$ cat src/rtl/flag_pkg.sv
// Shared types and constants for the Nordic-cross flag painter.
// Colours are packed {r,g,b}; CFG_SWEDEN is the configuration loaded at reset.
package flag_pkg;

    localparam int CORDW = 10;
    localparam int COLRW = 4;

    typedef struct packed {
        logic [COLRW-1:0] r;
        logic [COLRW-1:0] g;
        logic [COLRW-1:0] b;
    } colour_t;

    // cross colour is called crs: "cross" is a reserved word
    typedef struct packed {
        logic [CORDW-1:0] cx;
        logic [CORDW-1:0] cw;
        logic [CORDW-1:0] cy;
        logic [CORDW-1:0] ch;
        logic [CORDW-1:0] inset;
        colour_t          bg;
        colour_t          crs;
        colour_t          inner;
    } cross_cfg_t;

    typedef struct packed {
        colour_t bg;
        colour_t crs;
        colour_t inner;
    } palette_t;

    localparam cross_cfg_t CFG_SWEDEN = '{
        cx:    CORDW'(200),
        cw:    CORDW'(80),
        cy:    CORDW'(160),
        ch:    CORDW'(80),
        inset: '0,
        bg:    '{r: COLRW'(4'h0), g: COLRW'(4'h6), b: COLRW'(4'hA)},
        crs:   '{r: COLRW'(4'hF), g: COLRW'(4'hC), b: COLRW'(4'h0)},
        inner: '{r: COLRW'(4'hF), g: COLRW'(4'hC), b: COLRW'(4'h0)}
    };

endpackage

$ cat src/rtl/flag_band_cmp.sv
// Half-open band test along one axis, plus the inset inner band.
// All edges use W+1 bits so start+width never wraps back onto low coordinates.
module flag_band_cmp #(
    parameter int W = 10
) (
    input  logic [W-1:0] coord_i,
    input  logic [W-1:0] start_i,
    input  logic [W-1:0] width_i,
    input  logic [W-1:0] inset_i,
    output logic         in_band_o,
    output logic         in_inner_o
);

    logic [W:0] c, lo, hi, ilo, ihi, dbl;
    logic       inner_en;

    always_comb begin
        c        = {1'b0, coord_i};
        lo       = {1'b0, start_i};
        hi       = lo + {1'b0, width_i};
        dbl      = {inset_i, 1'b0};
        // hi - inset cannot underflow once 2*inset < width is known
        inner_en = (inset_i != '0) && (dbl < {1'b0, width_i});
        ilo      = lo + {1'b0, inset_i};
        ihi      = hi - {1'b0, inset_i};
        in_band_o  = (c >= lo) && (c < hi);
        in_inner_o = inner_en && (c >= ilo) && (c < ihi);
    end

endmodule

$ cat src/rtl/flag_nordic_cross.sv
// Two-stage Nordic-cross flag painter with a handshaked shadow configuration
// that is promoted to the active configuration only on a frame pulse.
module flag_nordic_cross #(
    parameter int CORDW  = flag_pkg::CORDW,
    parameter int COLRW  = flag_pkg::COLRW,
    parameter int FLAG_W = 640,
    parameter int FLAG_H = 400
) (
    input  logic               clk_pix,
    input  logic               rst_pix_n,
    input  logic               frame,
    input  logic               cfg_valid,
    output logic               cfg_ready,
    input  logic [CORDW-1:0]   cfg_cx,
    input  logic [CORDW-1:0]   cfg_cw,
    input  logic [CORDW-1:0]   cfg_cy,
    input  logic [CORDW-1:0]   cfg_ch,
    input  logic [CORDW-1:0]   cfg_inset,
    input  logic [3*COLRW-1:0] cfg_bg,
    input  logic [3*COLRW-1:0] cfg_cross,
    input  logic [3*COLRW-1:0] cfg_inner,
    input  logic               de,
    input  logic [CORDW-1:0]   sx,
    input  logic [CORDW-1:0]   sy,
    output logic               paint_de,
    output logic [COLRW-1:0]   paint_r,
    output logic [COLRW-1:0]   paint_g,
    output logic [COLRW-1:0]   paint_b
);

    import flag_pkg::*;

    localparam logic [CORDW:0] FW = (CORDW+1)'(FLAG_W);
    localparam logic [CORDW:0] FH = (CORDW+1)'(FLAG_H);

    logic       pend_q, pend_d;
    cross_cfg_t shadow_q, shadow_d;
    cross_cfg_t active_q, active_d;
    cross_cfg_t cfg_in;
    logic       xfer;

    logic       s1_de_q, s1_de_d;
    logic       s1_out_q, s1_out_d;
    logic       s1_band_q, s1_band_d;
    logic       s1_inner_q, s1_inner_d;
    palette_t   s1_pal_q, s1_pal_d;

    logic       paint_de_q, paint_de_d;
    colour_t    paint_q, paint_d;

    logic       vbar, hbar, vinner, hinner;

    flag_band_cmp #(.W(CORDW)) u_cmp_x (
        .coord_i    (sx),
        .start_i    (active_q.cx),
        .width_i    (active_q.cw),
        .inset_i    (active_q.inset),
        .in_band_o  (vbar),
        .in_inner_o (vinner)
    );

    flag_band_cmp #(.W(CORDW)) u_cmp_y (
        .coord_i    (sy),
        .start_i    (active_q.cy),
        .width_i    (active_q.ch),
        .inset_i    (active_q.inset),
        .in_band_o  (hbar),
        .in_inner_o (hinner)
    );

    always_comb begin
        cfg_in.cx    = cfg_cx;
        cfg_in.cw    = cfg_cw;
        cfg_in.cy    = cfg_cy;
        cfg_in.ch    = cfg_ch;
        cfg_in.inset = cfg_inset;
        cfg_in.bg    = cfg_bg;
        cfg_in.crs   = cfg_cross;
        cfg_in.inner = cfg_inner;

        xfer     = cfg_valid && !pend_q;
        pend_d   = pend_q;
        shadow_d = shadow_q;
        active_d = active_q;
        // xfer implies pend_q=0, so a coincident frame never promotes it
        if (frame && pend_q) begin
            active_d = shadow_q;
            pend_d   = 1'b0;
        end
        if (xfer) begin
            shadow_d = cfg_in;
            pend_d   = 1'b1;
        end
    end

    always_comb begin
        s1_de_d        = de;
        s1_out_d       = ({1'b0, sx} >= FW) || ({1'b0, sy} >= FH);
        s1_band_d      = vbar || hbar;
        s1_inner_d     = vinner || hinner;
        // colours travel with the pixel so an apply mid-pipeline cannot mix configs
        s1_pal_d.bg    = active_q.bg;
        s1_pal_d.crs   = active_q.crs;
        s1_pal_d.inner = active_q.inner;
    end

    always_comb begin
        paint_de_d = s1_de_q;
        paint_d    = '0;
        if (s1_de_q && !s1_out_q) begin
            if (s1_inner_q)     paint_d = s1_pal_q.inner;
            else if (s1_band_q) paint_d = s1_pal_q.crs;
            else                paint_d = s1_pal_q.bg;
        end
    end

    always_ff @(posedge clk_pix or negedge rst_pix_n) begin
        if (!rst_pix_n) begin
            pend_q     <= 1'b0;
            shadow_q   <= '0;
            active_q   <= CFG_SWEDEN;
            s1_de_q    <= 1'b0;
            s1_out_q   <= 1'b0;
            s1_band_q  <= 1'b0;
            s1_inner_q <= 1'b0;
            s1_pal_q   <= '0;
            paint_de_q <= 1'b0;
            paint_q    <= '0;
        end else begin
            pend_q     <= pend_d;
            shadow_q   <= shadow_d;
            active_q   <= active_d;
            s1_de_q    <= s1_de_d;
            s1_out_q   <= s1_out_d;
            s1_band_q  <= s1_band_d;
            s1_inner_q <= s1_inner_d;
            s1_pal_q   <= s1_pal_d;
            paint_de_q <= paint_de_d;
            paint_q    <= paint_d;
        end
    end

    assign cfg_ready = ~pend_q;
    assign paint_de  = paint_de_q;
    assign paint_r   = paint_q.r;
    assign paint_g   = paint_q.g;
    assign paint_b   = paint_q.b;

endmodule

$ cat config.mk
export PLATFORM = sky130hd
export DESIGN_NAME = flag_nordic_cross
export DESIGN_NICKNAME = d
export VERILOG_FILES = /design/src/rtl/flag_pkg.sv /design/src/rtl/flag_band_cmp.sv /design/src/rtl/flag_nordic_cross.sv
export SDC_FILE = /design/constraint.sdc
export NUM_CORES = 1
export LEC_CHECK = 0
export CAP_MARGIN = 20
export CORE_MARGIN = 3
export CORE_UTILIZATION = 60
export DETAILED_ROUTE_END_ITERATION = 12
export PLACE_DENSITY_LB_ADDON = 0.08
export SKIP_CTS_REPAIR_TIMING = 1
export SYNTH_ARGS = -nofsm -noshare
export SYNTH_HDL_FRONTEND = slang
export SYNTH_HIERARCHICAL = 1
export SYNTH_SLANG_ARGS = --single-unit
export TNS_END_PERCENT = 100
$ cat constraint.sdc
create_clock -name clk_pix -period 7.4 [get_ports clk_pix]
set_input_delay 1.48 -clock clk_pix [delete_from_list [all_inputs] [get_ports clk_pix]]
set_output_delay 1.48 -clock clk_pix [all_outputs]
set_load 0.1 [all_outputs]
Word-level counts from Yosys, hierarchy flattened
Cells that the tools add are included.

word-level totals
  bits of input ports = 111
  logic and storage cells = 88
  register bits after elaboration = 226
  output and inout bits = 14

operators by class
  bitwise gates (word level) = 1
  $lt $le $gt $ge = 12
  multiplexer cells = 5
  $add $sub $neg = 6
  reductions and logical operators = 18

operators with widths
  operator              count
  $add 10x10->11        4
  $lt 10x11->1          4
  $mux 12               3
  $ge 10x11->1          2
  $lt 11x10->1          2
  $sub 11x10->11        2
  $ge 10x10->1          2
  $logic_and 1x1->1     11
  $ge 10x10->1 const B  1
  $ge 10x9->1 const B   1
  $reduce_bool 10->1    1
  $logic_or 1x1->1      3
  $logic_not 1->1       2
  $mux 1                2
  $reduce_bool 2->1     1
  $not 1->1             1

Logic depth before layout (Yosys ltp)
Gate-level depths: netlist (run 1).

  depth in word-level cells = 5
  depth in mapped cells = 18
  mapped depth without buffers = 18

Cells and area by module
Netlist (run 1), hierarchy kept.

by module, submodules not included
  module                   area each (um2)  times used  sequential area each (um2)  cells each
  flag_nordic_cross        8290.5           1           5686.7                      468
  flag_band_cmp (u_cmp_x)  2343.5           1           0.0                         299
  flag_band_cmp (u_cmp_y)  2341.0           1           0.0                         295

Worst setup path after synthesis (run 1)
No wires, ideal clock.

  kind = register to register
  start point = register active_q[57] (netlist bit)
  end point = register s1_inner_q
  cell stages (with the launch flop) = 19
  data required time = 7.338 ns
  arrival = 3.748 ns
  setup slack = 3.589 ns
  clock period less this slack = 3.811 ns
  setup time = 0.062 ns
  buffers on the path = 0
  cells stage by stage = dfrtp_1 > ha_1 > a21o_1 > a21oi_1 > o21ai_1 > a31o_1 > a21o_1 > xor2_1 > ha_1 > inv_2 > or4_1 > o311ai_0 > a311oi_1 > ha_1 > nor3_1 > o21ai_0 > o22a_1 > a211oi_2 > or2_2

between the ends
  word-level cells in the longest chain between the ends = 5
  elaborated cells on any way between the ends = 8
  those cells by class = add/sub (3); order compare (2); reduce/logical (3)

ends and longest elaborated chain
  what                                                      RTL line                                  RTL
  start, declared                                           flag_nordic_cross.sv:38                   cross_cfg_t active_q, active_d;
  start signal, assigned                                    flag_nordic_cross.sv:132                  active_q <= active_d;
  $add 10x10->11, on equally long branches                  flag_band_cmp.sv:20, flag_band_cmp.sv:24
  $sub 11x10->11 / $ge 10x11->1 (equally long branches)     flag_band_cmp.sv:25, flag_band_cmp.sv:27
  $lt 10x11->1 / $logic_and 1x1->1 (equally long branches)  flag_band_cmp.sv:27                       in_inner_o = inner_en && (c >= ilo) && (c < ihi);
  $logic_and 1x1->1 (*)                                     flag_band_cmp.sv:27
  named net hinner                                          flag_nordic_cross.sv:51                   logic vbar, hbar, vinner, hinner;
  $logic_or 1x1->1 (*)                                      flag_nordic_cross.sv:100                  s1_inner_d = vinner || hinner;
  named net s1_inner_d                                      flag_nordic_cross.sv:45                   logic s1_inner_q, s1_inner_d;
  end signal, assigned                                      flag_nordic_cross.sv:136                  s1_inner_q <= s1_inner_d;
  end, declared                                             flag_nordic_cross.sv:45

Mark *: on every way through the listed nets, which the timed path passes. The rest lies on a longest branch.
A chain may end at the register's enable or synchronous reset.

Final worst setup path (run 1)
  start point = register active_q[76] (netlist bit)
  end point = register s1_inner_q

between the ends
  word-level cells in the longest chain between the ends = 5
  elaborated cells on any way between the ends = 8
  those cells by class = add/sub (3); order compare (2); reduce/logical (3)

ends and longest elaborated chain
  what                                                      RTL line
  $add 10x10->11, on equally long branches                  flag_band_cmp.sv:20, flag_band_cmp.sv:24
  $sub 11x10->11 / $ge 10x11->1 (equally long branches)     flag_band_cmp.sv:25, flag_band_cmp.sv:27
  $lt 10x11->1 / $logic_and 1x1->1 (equally long branches)  flag_band_cmp.sv:27
  $logic_and 1x1->1 (*)                                     flag_band_cmp.sv:27
  named net vinner                                          flag_nordic_cross.sv:51
  $logic_or 1x1->1 (*)                                      flag_nordic_cross.sv:100
  named net s1_inner_d                                      flag_nordic_cross.sv:45

Marked as above.

==> run_results.csv, run 1 <==
group,metric,value,unit
timing,fmax,238.9,MHz
detailed_routing,route.detailed.drc,0,
timing,rsz0062_at_grt,"false",
hold_path,min_from,"active_q[17]",
timing,skew,26.32,ps
synthesis,async_flop_share,100.0,%
layout,num_antenna_cells,0,
synthesis,netlist_area,12970,um^2
placement,detailed_place_hpwl,20130,um
grt,grt_usage,23.96,%
detailed_routing,drt_iter0_drc,418,
critical_path,cp-endpoint,"s1_inner_q",
floorplan,dieHeight,153.1,um
placement,globalplace.congestion,0.8860,
grt,overflow,0,
synthesis,syn-num-nets,1333,
hold_path,worst_hold_path_type,"flip-flop to flip-flop",
critical_path,startpoint,"active_q[76]",
timing,slew_headroom,29.41,%
critical_path,start_kind,"flip-flop",
timing,fin_crit_sh,56.56,%
floorplan,initial_core_util,61.34,%
grt,grt_antenna_before_repair,0,
critical_path,required,7840,ps
layout,drive_gt1_share,21.59,%
synthesis,syn_inst,1062,
critical_path,path_max_fanout,5,
clocking,numCtsBuffers,23,
critical_path,timing.rr.end,"s1_inner_q",
detailed_routing,dr.pass1.iters,7,
clocking,cts_tree,"yes",
synthesis,yosysUniqueCellTypes,65,
timing,hold_viol_final,0,
detailed_routing,vias,8524,
synthesis,synth_top_area_share,38.77,%
critical_path,r2r_start,"active_q[76]",
synthesis,avgSynthCellArea,12.22,um^2
clocking,cts_buffer_depth,3,
synthesis,synth_top_flop_cell,"dfrtp_1",
timing,worst_slew_pin_slew,1056,ps
hold_path,hold_depth,0,
layout,regArea,5687,um^2
detailed_routing,antenna_left,0,
floorplan,core,21150,um^2
critical_path,rr_worst_depth,16,
timing,slew_viol_final,0,
synthesis,synth_area_leaders,"dfrtp_1, ha_1, mux2_2, dfstp_2, mux2_4",
clocking,cts_sinks,226,
clocking,h-tree-depth,1,
layout,nFillCells,1549,
floorplan,die_x,153.1,um
critical_path,critPathKind,"flip-flop to flip-flop",
grt,grt_pass1_wl,45690,um
detailed_routing,drt-total-wl,28160,um
clocking,clock_latency,520,ps
detailed_routing,wl_per_cell,18.97,um
synthesis,ys_seq_area_share,43.83,%
synthesis,ys_seq_elements,226,
timing,finalSetupViolations,0,
layout,layout_common_cells,"dfrtp_1, ha_1, mux2_2, clkdlybuf4s50_1, inv_1",
grt,grt_max_degree,113,
layout,multi_input_area,6807,um^2
clocking,cts-root-buf,"clkbuf_16",
status,status,"finished, final reports clean",
clocking,cts.clk_slew.worst_paths,60,ps
critical_path,arrival,4630,ps
layout,layout_commonest_cell,"dfrtp_1",
timing,fin_tns_setup,0,ps
synthesis,yosys.area.top_type,"dfrtp_1",
layout,final_nets,1463,
flow_run,max-cap-violations,0,
synthesis,synth_edf_count,0,
floorplan,die_area,23430,um^2
floorplan,ios,125,
critical_path,reg2reg_slack,3210,ps
floorplan,std_cell_rows,53,
placement,port_buffers,124,
grt,grt_pass1_vias,8887,
timing,post-route-min-period,4186,ps
synthesis,yosys_warnings,6,
critical_path,critPathCaptureType,"flip-flop",
detailed_routing,via_per_inst,5.744,
layout,areaGrowthSynthToFinish,17.61,%
routing by layer:
layer	part of all wire (%)	track usage (%)	wire length [um]
met5	0	0	0
met1	45	32.95	12660
met2	48	40.60	13610
met4	2.4	6.025	682
met3	4.3	3.199	1202
worst min path at each step:
stage,to,slack [ps]
2_1_floorplan,s1_pal_q[0],350
3_3_place_gp,s1_pal_q[28],350
3_5_place_dp,s1_pal_q[35],360
4_1_cts,s1_pal_q[17],360
5_1_grt,s1_pal_q[24],380
6_report,s1_pal_q[17],360
cell usage after synthesis, drive strengths merged (21+ instances only):
master    n
nor2b    23
xor2     21
xnor2    26
dfstp    25
inv      88
a21o     23
o21ai    39
nand2    26
a21oi    42
dfrtp   201
a211oi   21
nor2     25
o21a     24
mux2    172
ha      154
cell type report:
type	count	share of cell area [%]
Clock buffer	32	4.190
Multi-Input combinational cell	725	44.60
Sequential cell	226	37.27
Tap cell	275	2.255
Timing Repair Buffer	128	8.363
Inverter	88	2.165
Clock inverter	10	1.156
critical path: stages (launching register included):
cell and delay (ps):
dfrtp_1 420, ha_1 240, fa_1 440, a21o_1 190, a21oi_1 170, xnor2_1 240
ha_1 370, and2_1 190, a311oi_1 320, xor2_1 210, ha_1 270, a21o_1 180
a211o_1 280, o221ai_1 160, a21oi_1 120, a211oi_2 190, or2_2 130
state kept, by name (all words and copies together) (netlist names):
signal      flops
active_q       86
s1_inner_q      1
shadow_q       86
s1_pal_q       36
paint_de        1
s1_out_q        1
paint_b         4
paint_g         4
s1_band_q       1
paint_de_d      1
paint_r         4
pend_q          1
kinds of logic (layout without fill, tap and decap cells):
group	Yosys count	in the layout	synth area share [%]
flip-flops	226	226	43.83
AO/OA/AOI/OAI	202	202	11.06
multiplexers	184	184	17.01
adder cells (fa/ha/maj)	160	160	15.78
AND/OR/NAND/NOR	132	132	5.265
buffers and inverters	111	258	3.828
XOR/XNOR	47	47	3.231
through the flow:
step | area (um^2) | utilization [%] | instances | hold slack, ps | setup slack (ps)
5_1_grt | 15260 | 72.14 | 1484 | 379.6 | 2932
3_3_place_gp | 14440 | 68.28 | 1442 | 354.3 | 3289
6_report | 15260 | 72.14 | 1484 | 359.7 | 3214
3_5_place_dp | 14440 | 68.28 | 1442 | 356.2 | 3253
2_1_floorplan | 12970 | - | 1062 | 348.6 | 3589
4_1_cts | 15260 | 72.14 | 1484 | 356.7 | 3229
Power of run 1 is left out: the tool's default activity adds up to more than one toggle a clock period on the data nets, which glitch-free logic cannot reach.
==> run 2: changes to the inputs <==
CORE_UTILIZATION = 53   (was 60)
clock period = 3.8 ns   (was 7.4 ns; I/O delays follow)
==> run_results.csv, run 2 (synthesized netlist as in run 1, its figures left out) <==
group,metric,value,unit
status,status,"finished, violations left",
status,violations,"setup timing",
critical_path,cp_slowest_cell,"dfrtp_1",
layout,nFillCells,1829,
timing,setup_ws,-22.99,ps
placement,pre_cts_slack,-67.62,ps
floorplan,die_x,162.5,um
timing,finalSetupViolations,1,
clocking,h-tree-depth,1,
layout,final_nets,1524,
floorplan,die_area,26390,um^2
timing,worst_slew_pin_slew,985.6,ps
grt,grt_pass1_vias,8920,
layout,layout_common_cells,"dfrtp_1, ha_1, mux2_2, clkdlybuf4s50_1, inv_1",
detailed_routing,dr.pass1.iters,5,
critical_path,cp_top_family,"compound AO/OA/AOI/OAI gates",
critical_path,path_buf_inv,1,
timing,fin_crit_sh,100.6,%
critical_path,required,4250,ps
layout,fin_cells,1590,
detailed_routing,drt-total-wl,28990,um
timing,rsz0062_at_grt,"true",
layout,areaGrowthSynthToFinish,23.33,%
layout,num_antenna_cells,0,
layout,drive_gt1_share,27.62,%
floorplan,core,23750,um^2
layout,final_util,67.37,%
timing,post-route-min-period,3823,ps
flow_run,max-cap-violations,0,
grt,overflow,0,
placement,port_buffers,124,
detailed_routing,via_per_inst,5.445,
critical_path,arrival,4280,ps
clocking,numCtsBuffers,24,
floorplan,dieHeight,162.5,um
critical_path,timing.rr.end,"s1_inner_q",
timing,fin_tns_setup,-22.99,ps
detailed_routing,drt_iter0_drc,351,
grt,grt_max_degree,98,
critical_path,r2r_start,"active_q[77]",
detailed_routing,vias,8658,
detailed_routing,wl_per_cell,18.23,um
critical_path,critPathKind,"flip-flop to flip-flop",
clocking,cts_tree,"yes",
critical_path,path_max_fanout,3,
timing,hold_viol_final,0,
timing,skew,12.63,ps
critical_path,start_kind,"flip-flop",
floorplan,initial_core_util,54.62,%
clocking,cts-root-buf,"clkbuf_16",
critical_path,crit_chain,"buf_4, fa_2, a21o_1, a21oi_1, xnor2_1, ha_1, and2_1, a311oi_2, xor2_1, ha_1, a21o_1, a211o_1, o221ai_2, a21oi_2, a211oi_2, or2_2",
placement,globalplace.congestion,0.8803,
critical_path,critPathCaptureType,"flip-flop",
layout,layout_commonest_cell,"dfrtp_1",
placement,dp_cells,1543,
placement,detailed_place_hpwl,21540,um
layout,reg_top3,"active_q x86, shadow_q x86, s1_pal_q x36",
clocking,cts.clk_slew.worst_paths,70,ps
detailed_routing,antenna_left,0,
grt,grt_pass1_wl,46800,um
timing,slew_headroom,34.09,%
clocking,clock_latency,510,ps
timing,fmax,261.6,MHz
timing,slew_viol_final,0,
grt,grt_usage,22.17,%
detailed_routing,route.detailed.drc,0,
hold_path,worst_hold_path_type,"input pin to async pin",
clocking,cts_buffer_depth,3,
clocking,cts_sinks,226,
critical_path,reg2reg_slack,-20,ps
critical_path,cpPeakStageDelay,440,ps
floorplan,ios,125,
critical_path,rr_worst_depth,16,
floorplan,std_cell_rows,56,
grt,grt_antenna_before_repair,0,
[run 2: changes by cell type in the layout (fill, tap and decap cells not counted), moves of 3 or more]
| cell | before | now |
|---|---|---|
| buf_12 | 0 | 4 |
| a21oi_2 | 2 | 6 |
| a21oi_1 | 39 | 35 |
| clkinv_2 | 2 | 5 |
| ha_1 | 154 | 146 |
| buf_4 | 4 | 60 |
| clkbuf_1 | 6 | 1 |
| a311oi_2 | 1 | 4 |
| a311oi_1 | 5 | 2 |
| ha_2 | 0 | 6 |
[run 2: stage by stage]
stage                     cell area [um^2]  hold WS (ps)
after floorplan                      12980         348.6
after global placement               14980         352.2
after detailed placement             14980         357.3
after CTS                            15870         115.2
after global routing                 16000         127.5
final                                16000         123.6
[run 2: worst max path at each step]
stage                      start          to  cells after the start
floorplan           active_q[61]  s1_inner_q                     17
global placement    active_q[56]  s1_inner_q                     17
detailed placement  active_q[56]  s1_inner_q                     17
CTS                 active_q[56]  s1_inner_q                     17
global route        active_q[77]  s1_inner_q                     18
finish              active_q[77]  s1_inner_q                     16
[run 2: worst register-to-register path, cell delays in order (launching register included)]
cell and delay [ps]:
dfrtp_1 440, buf_4 170, fa_2 410, a21o_1 170
a21oi_1 170, xnor2_1 190, ha_1 300, and2_1 170
a311oi_2 250, xor2_1 180, ha_1 260, a21o_1 190
a211o_1 300, o221ai_2 150, a21oi_2 90, a211oi_2 190
or2_2 130
[run 2: layer usage]
layer | vias to the layer above | GRT usage, % | part of all wire, %
li1 | 4207 | - | -
met1 | 4234 | 30.45 | 46
met4 | 0 | 5.390 | 2.2
met3 | 48 | 2.747 | 3.3
met5 | - | 0 | 0
met2 | 169 | 37.67 | 48
[run 2: layout make-up]
cell class | instances | area, um^2 | area share [%]
clock buffer | 30 | 684.4 | 4.277
clock inverter | 14 | 209.0 | 1.306
inverter | 88 | 330.3 | 2.064
multi-input combinational | 725 | 6914 | 43.21
sequential | 226 | 5688 | 35.55
tap | 319 | 399.1 | 2.494
timing repair buffer | 188 | 1777 | 11.10
Power of run 2 is left out for the same reason.
==> run 3: changes to the inputs <==
CORE_UTILIZATION = 58   (was 53)
CTS_CLUSTER_DIAMETER = 200   (was not set)
DONT_BUFFER_PORTS = 1   (was not set)
==> run_results.csv, run 3 (synthesized netlist as in run 1, its figures left out) <==
group,metric,value,unit
status,status,"finished, violations left",
status,violations,"hold timing, setup timing",
layout,layout_commonest_cell,"dfrtp_1",
placement,dpl-instance-area,13640,um^2
floorplan,dieHeight,155.6,um
timing,slew_viol_final,0,
critical_path,r2r_start,"active_q[76]",
critical_path,critPathCaptureType,"flip-flop",
timing,setup_ws,-55.84,ps
grt,grt_antenna_before_repair,4,
critical_path,path_max_fanout,4,
timing,worst_slew_pin_slew,933.4,ps
detailed_routing,dr.pass1.iters,4,
timing,hold_ws,-65.86,ps
detailed_routing,vias,8131,
critical_path,startpoint,"active_q[76]",
grt,grt_pass1_wl,44820,um
clocking,numCtsBuffers,24,
detailed_routing,wl_per_cell,19.65,um
clocking,h-tree-depth,1,
layout,final_cell_area,14470,um^2
detailed_routing,antenna_left,0,
critical_path,start_kind,"flip-flop",
layout,areaGrowthSynthToFinish,11.52,%
placement,port_buffers,0,
clocking,clock_latency,520,ps
clocking,cts_tree,"yes",
floorplan,die_x,155.6,um
detailed_routing,drt-total-wl,28010,um
clocking,cts-root-buf,"clkbuf_16",
grt,grt_pass1_vias,8397,
clocking,cts_buffer_depth,3,
placement,detailed_place_hpwl,20630,um
timing,slew_headroom,37.81,%
detailed_routing,route.detailed.drc,0,
floorplan,initial_core_util,59.27,%
floorplan,ios,125,
layout,reg_top3,"active_q x86, shadow_q x86, s1_pal_q x36",
timing,finalSetupViolations,1,
timing,skew,22.55,ps
timing,fin_crit_sh,101.5,%
critical_path,critPathKind,"flip-flop to flip-flop",
hold_path,worst_hold_path_type,"input pin to async pin",
placement,dp_cells,1379,
floorplan,std_cell_rows,54,
floorplan,core,21890,um^2
timing,fmax,259.3,MHz
detailed_routing,drt_iter0_drc,300,
layout,layout_common_cells,"dfrtp_1, ha_1, mux2_2, inv_1, buf_4",
grt,grt_max_degree,227,
timing,rsz0062_at_grt,"true",
flow_run,max-cap-violations,0,
timing,post-route-min-period,3856,ps
layout,fin_cells,1425,
layout,final_nets,1397,
placement,globalplace.congestion,0.8988,
floorplan,die_area,24200,um^2
critical_path,required,4210,ps
timing,hold_viol_final,29,
clocking,cts.clk_slew.worst_paths,70,ps
grt,grt_usage,23.35,%
clocking,cts_sinks,226,
grt,overflow,0,
critical_path,arrival,4260,ps
detailed_routing,via_per_inst,5.706,
layout,drive_gt1_share,29.13,%
run 3: cell type report:
type	instances	area (um^2)
fillers	1708	7421
multi-input cells	725	6878
flip-flops and latches	226	5687
clock buffers	34	658.1
repair buffers	61	470.5
well taps	280	350.3
inverters	88	330.3
clock inverters	9	91.34
diodes	2	5.005
run 3: metal layers:
| metal | wire [um] | up-vias | track usage [%] |
|---|---|---|---|
| met4 | 586 | 6 | 5.586 |
| met2 | 13160 | 159 | 38.62 |
| li1 | - | 3958 | - |
| met3 | 1280 | 44 | 4.161 |
| met1 | 12950 | 3964 | 32.42 |
| met5 | 28 | - | 0 |
run 3: through the flow:
stage	setup WS, ps	hold slack, ps	TNS (ps)	util [%]
after floorplan	21.73	348.6	0	-
after global routing	-260.5	-104.3	-260.5	66.09
after detailed placement	-82.80	356.8	-82.80	62.31
after global placement	-14.33	353.1	-14.33	62.31
final	-55.84	-65.86	-55.84	66.10
after CTS	-109.2	-89.92	-109.2	65.74
run 3: final timing paths:
| path | endpoint | slack, ps | depth (start not counted) |
|---|---|---|---|
| max | s1_inner_q | -60 | 17 |
| max in group asynchronous | active_q[70] | 3410 | 0 |
| max reg2reg | s1_inner_q | -60 | 17 |
| min reg2reg | s1_pal_q[14] | 370 | 0 |
| min | s1_inner_q | -70 | 0 |
| min in group clk_pix | paint_de_d | 290 | 0 |
run 3: critical path, stage by stage (launching register included):
cell and delay (ps):
dfrtp_1 400, ha_2 210, fa_2 360, a211oi_2 190, nor2_1 90, o21a_1 180
nor2_2 110, xnor2_2 90, ha_2 200, or3_1 320, a311oi_2 320, nor2_2 100
xnor2_2 150, ha_2 320, o221ai_1 130, a21oi_1 200, a211oi_2 80, or2_2 280
Power of run 3 is left out for the same reason.
